### src/rtl/vga_draw_pkg.sv
// Shared types and screen constants for the VGA draw arbiter.
package vga_draw_pkg;

  typedef enum logic [2:0] {
    IDLE,
    LATCH,
    SCAN,
    FLUSH,
    DONE
  } state_t;

  localparam int SCREEN_W = 160;
  localparam int SCREEN_H = 120;

  localparam int COLOUR_W = 3;
  localparam logic [COLOUR_W-1:0] KEY_COLOUR = 3'b000;

endpackage

### src/rtl/vga_draw_arbiter_rr_arbiter.sv
// Round-robin requester select. The search starts at the pointer and wraps;
// the pointer moves just past a requester when its blit completes.
module rr_arbiter #(
  parameter int NREQ = 4,
  parameter int GW   = 2
) (
  input  logic            clk,
  input  logic            reset,
  input  logic [NREQ-1:0] req,
  input  logic            advance,
  input  logic [GW-1:0]   last_grant,
  output logic            any_req,
  output logic [GW-1:0]   sel_idx
);

  logic [GW-1:0] rr_ptr;
  logic [GW-1:0] cand;

  // first requester at or above the pointer, wrapping around
  always_comb begin
    any_req = 1'b0;
    sel_idx = '0;
    cand    = '0;
    for (int i = 0; i < NREQ; i++) begin
      cand = GW'((int'(rr_ptr) + i) % NREQ);
      if (!any_req && req[cand]) begin
        any_req = 1'b1;
        sel_idx = cand;
      end
    end
  end

  // pointer update on completion of the granted blit
  always_ff @(posedge clk or posedge reset) begin
    if (reset)
      rr_ptr <= '0;
    else if (advance)
      rr_ptr <= (last_grant == GW'(NREQ - 1)) ? '0 : last_grant + 1'b1;
  end

endmodule

### src/rtl/vga_draw_arbiter.sv
// Shares one VGA plot port between NREQ rectangle blitters.
//
// state | meaning
// IDLE  | waiting for any request; picks next requester round-robin
// LATCH | captures the granted rectangle, clears the raster counters
// SCAN  | one ROM read per cycle in raster order
// FLUSH | last pipelined pixel plots
// DONE  | one-cycle done pulse to the granted requester
module vga_draw_arbiter
  import vga_draw_pkg::*;
#(
  parameter int NREQ = 4,
  parameter int XW   = 8,
  parameter int YW   = 7,
  parameter int AW   = 15,
  parameter int CW   = COLOUR_W,
  parameter int XMAX = SCREEN_W,
  parameter int YMAX = SCREEN_H,
  parameter logic [CW-1:0] KEY = CW'(KEY_COLOUR)
) (
  input  logic                     clk,
  input  logic                     reset,
  input  logic [NREQ-1:0]          req,
  input  logic [NREQ-1:0]          key_en,
  input  logic [NREQ*XW-1:0]       x0,
  input  logic [NREQ*YW-1:0]       y0,
  input  logic [NREQ*XW-1:0]       w,
  input  logic [NREQ*YW-1:0]       h,
  input  logic [NREQ*AW-1:0]       base,
  output logic [AW-1:0]            rom_addr,
  input  logic [CW-1:0]            rom_data,
  output logic [XW-1:0]            vga_x,
  output logic [YW-1:0]            vga_y,
  output logic [CW-1:0]            vga_colour,
  output logic                     vga_plot,
  output logic [NREQ-1:0]          done,
  output logic                     busy,
  output logic [$clog2(NREQ)-1:0]  grant
);

  localparam int GW  = $clog2(NREQ);
  localparam int XW1 = XW + 1;
  localparam int YW1 = YW + 1;
  localparam logic [XW:0] X_LIM = XW1'(XMAX);
  localparam logic [YW:0] Y_LIM = YW1'(YMAX);

  state_t        state, state_nxt;
  logic          any_req;
  logic [GW-1:0] sel_idx;

  logic [XW-1:0] x0_r, w_r, cx, w_sel;
  logic [YW-1:0] y0_r, h_r, cy, h_sel;
  logic          key_r;
  logic [XW:0]   px_r;
  logic [YW:0]   py_r;
  logic          pipe_valid;
  logic          last_px;
  logic          transparent;

  assign w_sel   = w[grant*XW +: XW];
  assign h_sel   = h[grant*YW +: YW];
  assign last_px = (cx == w_r - 1'b1) && (cy == h_r - 1'b1);

  rr_arbiter #(.NREQ(NREQ), .GW(GW)) u_rr (
    .clk        (clk),
    .reset      (reset),
    .req        (req),
    .advance    (state == DONE),
    .last_grant (grant),
    .any_req    (any_req),
    .sel_idx    (sel_idx)
  );

  // state register
  always_ff @(posedge clk or posedge reset) begin
    if (reset) state <= IDLE;
    else       state <= state_nxt;
  end

  // next state plus the outputs decoded directly from the state
  always_comb begin
    state_nxt = state;
    busy      = 1'b1;
    done      = '0;
    unique case (state)
      IDLE: begin
        busy = 1'b0;
        if (any_req) state_nxt = LATCH;
      end
      LATCH:   state_nxt = (w_sel == '0 || h_sel == '0) ? DONE : SCAN;
      SCAN:    if (last_px) state_nxt = FLUSH;
      FLUSH:   state_nxt = DONE;
      DONE: begin
        done[grant] = 1'b1;
        state_nxt   = IDLE;
      end
      default: state_nxt = IDLE;
    endcase
  end

  // grant, captured rectangle, raster counters and ROM address
  always_ff @(posedge clk or posedge reset) begin
    if (reset) begin
      grant    <= '0;
      x0_r     <= '0;
      y0_r     <= '0;
      w_r      <= '0;
      h_r      <= '0;
      key_r    <= 1'b0;
      cx       <= '0;
      cy       <= '0;
      rom_addr <= '0;
    end else begin
      case (state)
        IDLE: if (any_req) grant <= sel_idx;
        LATCH: begin
          x0_r  <= x0[grant*XW +: XW];
          y0_r  <= y0[grant*YW +: YW];
          w_r   <= w_sel;
          h_r   <= h_sel;
          key_r <= key_en[grant];
          cx    <= '0;
          cy    <= '0;
          // an empty rectangle leaves the ROM port untouched
          if (w_sel != '0 && h_sel != '0) rom_addr <= base[grant*AW +: AW];
        end
        SCAN: if (!last_px) begin
          rom_addr <= rom_addr + 1'b1;
          if (cx == w_r - 1'b1) begin
            cx <= '0;
            cy <= cy + 1'b1;
          end else begin
            cx <= cx + 1'b1;
          end
        end
        default: ;
      endcase
    end
  end

  // coordinates of the pixel whose colour arrives from the ROM next cycle
  always_ff @(posedge clk or posedge reset) begin
    if (reset) begin
      pipe_valid <= 1'b0;
      px_r       <= '0;
      py_r       <= '0;
    end else begin
      pipe_valid <= (state == SCAN);
      if (state == SCAN) begin
        px_r <= {1'b0, x0_r} + {1'b0, cx};
        py_r <= {1'b0, y0_r} + {1'b0, cy};
      end
    end
  end

  assign transparent = key_r && (rom_data == KEY);
  assign vga_x       = px_r[XW-1:0];
  assign vga_y       = py_r[YW-1:0];
  assign vga_colour  = pipe_valid ? rom_data : '0;
  assign vga_plot    = pipe_valid && (px_r < X_LIM) && (py_r < Y_LIM) && !transparent;

endmodule

### config.mk
export PLATFORM = sky130hd
export DESIGN_NAME = vga_draw_arbiter
export DESIGN_NICKNAME = d
export VERILOG_FILES = /design/src/rtl/vga_draw_pkg.sv /design/src/rtl/vga_draw_arbiter_rr_arbiter.sv /design/src/rtl/vga_draw_arbiter.sv
export SDC_FILE = /design/constraint.sdc
export NUM_CORES = 1
export LEC_CHECK = 0
export ABC_AREA = 1
export CORE_UTILIZATION = 40
export DETAILED_ROUTE_END_ITERATION = 10
export HOLD_SLACK_MARGIN = 0.02
export PLACE_DENSITY = 0.84
export RECOVER_POWER = 100
export SLEW_MARGIN = 10
export SYNTH_ARGS = -nofsm -noshare
export SYNTH_HDL_FRONTEND = slang
export SYNTH_SLANG_ARGS = --single-unit
### constraint.sdc
create_clock -name clk -period 3 [get_ports clk]
set_clock_uncertainty 0.2 [all_clocks]
set_input_delay 0.45 -clock clk [delete_from_list [all_inputs] [get_ports clk]]
set_output_delay 0.45 -clock clk [all_outputs]
set_load 0.005 [all_outputs]
==> flow_metrics.env <==
export IMPL_numPortBuffers=233
export IMPL_power_frac_clock_pct=13.9
export IMPL_end_kind="output port"
export IMPL_synth_nets=1267
export IMPL_cts_root_buffer="clkbuf_16"
export IMPL_synthCells=1048
export IMPL_status="complete, no violations"
export IMPL_cts_tree="done"
export IMPL_setup_slack_ps=178
export IMPL_synth_top_area_share_pct=31.6
export IMPL_worstHoldPathType="reg -> reg"
export IMPL_finalNetCount=1456
export IMPL_startpoint_type="flip-flop"
export IMPL_ios=234
export IMPL_finalCritPeriodShare_pct=94.1
export IMPL_cts_max_path_buffers=2
export IMPL_hold_slack_ps=286
export IMPL_tightest_slew_ps=734
export IMPL_slew_violations=0
export IMPL_synth_avg_cell_area_um2=6.51
export IMPL_cp_max_fo=63
export IMPL_drive_gt1_share_pct=3.70
export IMPL_dieArea_um2=17600
export IMPL_synth_edff_count=0
export IMPL_synthTopCellsByCount="nand2_1, o21ai_0, nor2_1"
export IMPL_p_sw_mw=3.93
export IMPL_gp_congestion=0.859
export IMPL_ys_seq_elements=86
export IMPL_worstSetupPathType="reg -> out"
export IMPL_fin_util_pct=57.1
export IMPL_clkSlewWorstSetupHoldPaths_ps=60
export IMPL_rsz0062_at_grt="no"
export IMPL_power_frac_seq_pct=26.9
export IMPL_finalSetupTns_ps=0
export IMPL_syn_to_final_growth_pct=39.4
export IMPL_ys_warn_count=0
export IMPL_firstDrtPassIters=5
export IMPL_synth_area_top_cells="dfrtp_1, nand2_1, o21ai_0"
export IMPL_hold_buffers=0
export IMPL_yosys_cell_types_count=47
export IMPL_placed_area_um2=9210
export IMPL_use_met1_pct=29.3
export IMPL_dpl_hpwl_um=15900
export IMPL_power_per_cell_area_nw_per_um2=862
export IMPL_cap_violations=0
export IMPL_arrival_ps=2170
export IMPL_peakVddDrop_mv=0.386
export IMPL_p_leak_nw=4.50
export IMPL_initial_core_util_pct=41.0
export IMPL_fillers=1542
export IMPL_yosysMostFrequentCell="nand2_1"
export IMPL_comb_power_share_pct=59.1
export IMPL_cp_required_ps=2350
export IMPL_antenna_found_initial=0
export IMPL_die_x_um=133
export IMPL_clock_sinks=86
export IMPL_grtUsageMet2_pct=44.1
export IMPL_grt_pass1_vias=7477
export IMPL_post_drt_via_cell_ratio=5.15
export IMPL_synthArstFlopShare_pct=100
export IMPL_routed_wl_um=21200
export IMPL_setup_viol=0
export IMPL_netlist_area_um2=6820
export IMPL_max_slew_margin_pct=51.1
export IMPL_gr_usage_met3_pct=6.02
export IMPL_multi_input_area_um2=4040
export IMPL_drt_initial_drc_count=340
export IMPL_grt_total_usage_pct=24.9
export IMPL_cts_resized=0
export IMPL_wl_per_cell_um=14.5
export IMPL_coreArea_um2=16600
export IMPL_rows=47
export IMPL_fmaxAchievable_ghz=0.354
export IMPL_drc=0
export IMPL_cts_made_buffers=9
export IMPL_fin_area_um2=9500
export IMPL_seq_area_frac_synth_pct=31.6
export IMPL_finalCriticalPeriod_ps=2820
export IMPL_grt_max_degree=98
export IMPL_sw_frac_of_total_pct=47.9
export IMPL_die_h_um=133
export IMPL_dpl_cell_count=1446
export IMPL_hold_viol=0
export IMPL_post_layout_nonfiller_instances=1462
export IMPL_grt_overflow=0
export IMPL_synth_top_cell_by_area="dfrtp_1"
export IMPL_drtAntennaViolNets=0
export IMPL_dp_slack_ps=397
export IMPL_cts_setup_buffers=0
export IMPL_htreeDepth=3
export IMPL_synthFlopType="dfrtp_1"
export IMPL_num_vias=7532
export IMPL_intPower_mw=4.26
export IMPL_finalPower_mw=8.19
export IMPL_diodes=0
export IMPL_regArea_um2=2160
export IMPL_worstSkewPairLatency_ps=350
export IMPL_grt_first_pass_wirelength_um=35500
export IMPL_busiest_layer="met2"
## layout by cell type (no fill, tap or decap), types with 7 or more instances in the layout
master,count
a21oi_1,25
buf_4,7
clkbuf_16,9
clkdlybuf4s50_1,193
dfrtp_1,84
dlygate4sd3_1,40
ha_1,24
inv_1,67
nand2_1,352
nand3_1,98
nor2_1,104
nor3_1,9
o21ai_0,107
o22ai_1,24
xnor2_1,13
xor2_1,17
## layer usage
metal	vias up	wire, um
li1	3787	-
met1	3445	9020
met2	265	10300
met3	35	1380
met4	0	560
met5	-	0
## path summary, 6_finish.rpt
check | from | slack (ps) | depth (start not counted) | to
max | grant[0] | 180 | 6 | done[0]
min | px_r[4] | 290 | 2 | px_r[4]
min reg2reg | px_r[4] | 290 | 2 | px_r[4]
max reg2reg | grant[0] | 270 | 13 | rom_addr[3]
max in group asynchronous | reset | 1680 | 3 | grant[0]
min in group asynchronous | reset | 480 | 3 | px_r[0]
## cell type report
type	instances	share of cell area (%)
clock buffers	10	2.51
multi-input cells	822	42.5
repair buffers	245	25.8
clock inverters	6	0.711
well taps	220	2.90
flip-flops and latches	86	22.7
inverters	73	2.90
## worst max-delay path, stage by stage (launching register included)
cell and delay (ps):
dfrtp_4 490, inv_2 150, buf_12 280, ha_1 190
inv_1 40, nor2_1 80, dlygate4sd3_1 580
## kinds of logic after synthesis
kind of cell               after synthesis  synth area share (%)
DFF                                     86                  31.6
buffers and inverters                  140                  9.23
and+or+nand+nor                        589                  35.9
muxes                                    1                 0.147
adders and majority gates               26                  4.99
AOI/OAI and AO/OA                      176                  14.4
xor gates and xnor gates                30                  3.85
## state kept, by name, indices dropped and copies added (netlist names)
| name | count |
|---|---|
| px_r | 9 |
| w_r | 8 |
| u_rr.rr_ptr | 2 |
| py_r | 8 |
| cx | 8 |
| x0_r | 8 |
| y0_r | 7 |
| grant | 2 |
| key_r | 1 |
| h_r | 7 |
| pipe_valid | 1 |
| state | 3 |
| rom_addr | 15 |
| cy | 7 |
## power groups by stage
| stage | combinational, mW | clock [mW] | sequential (mW) |
|---|---|---|---|
| after global placement | 4.80 | 0 | 2.19 |
| after global routing | 5.53 | 1.22 | 2.27 |
| after detailed placement | 4.93 | 0 | 2.21 |
| after floorplan | 3.46 | 0 | 2.05 |
| final | 4.84 | 1.14 | 2.21 |
| after CTS | 4.96 | 1.16 | 2.20 |
(Power assumes the default switching activity.)
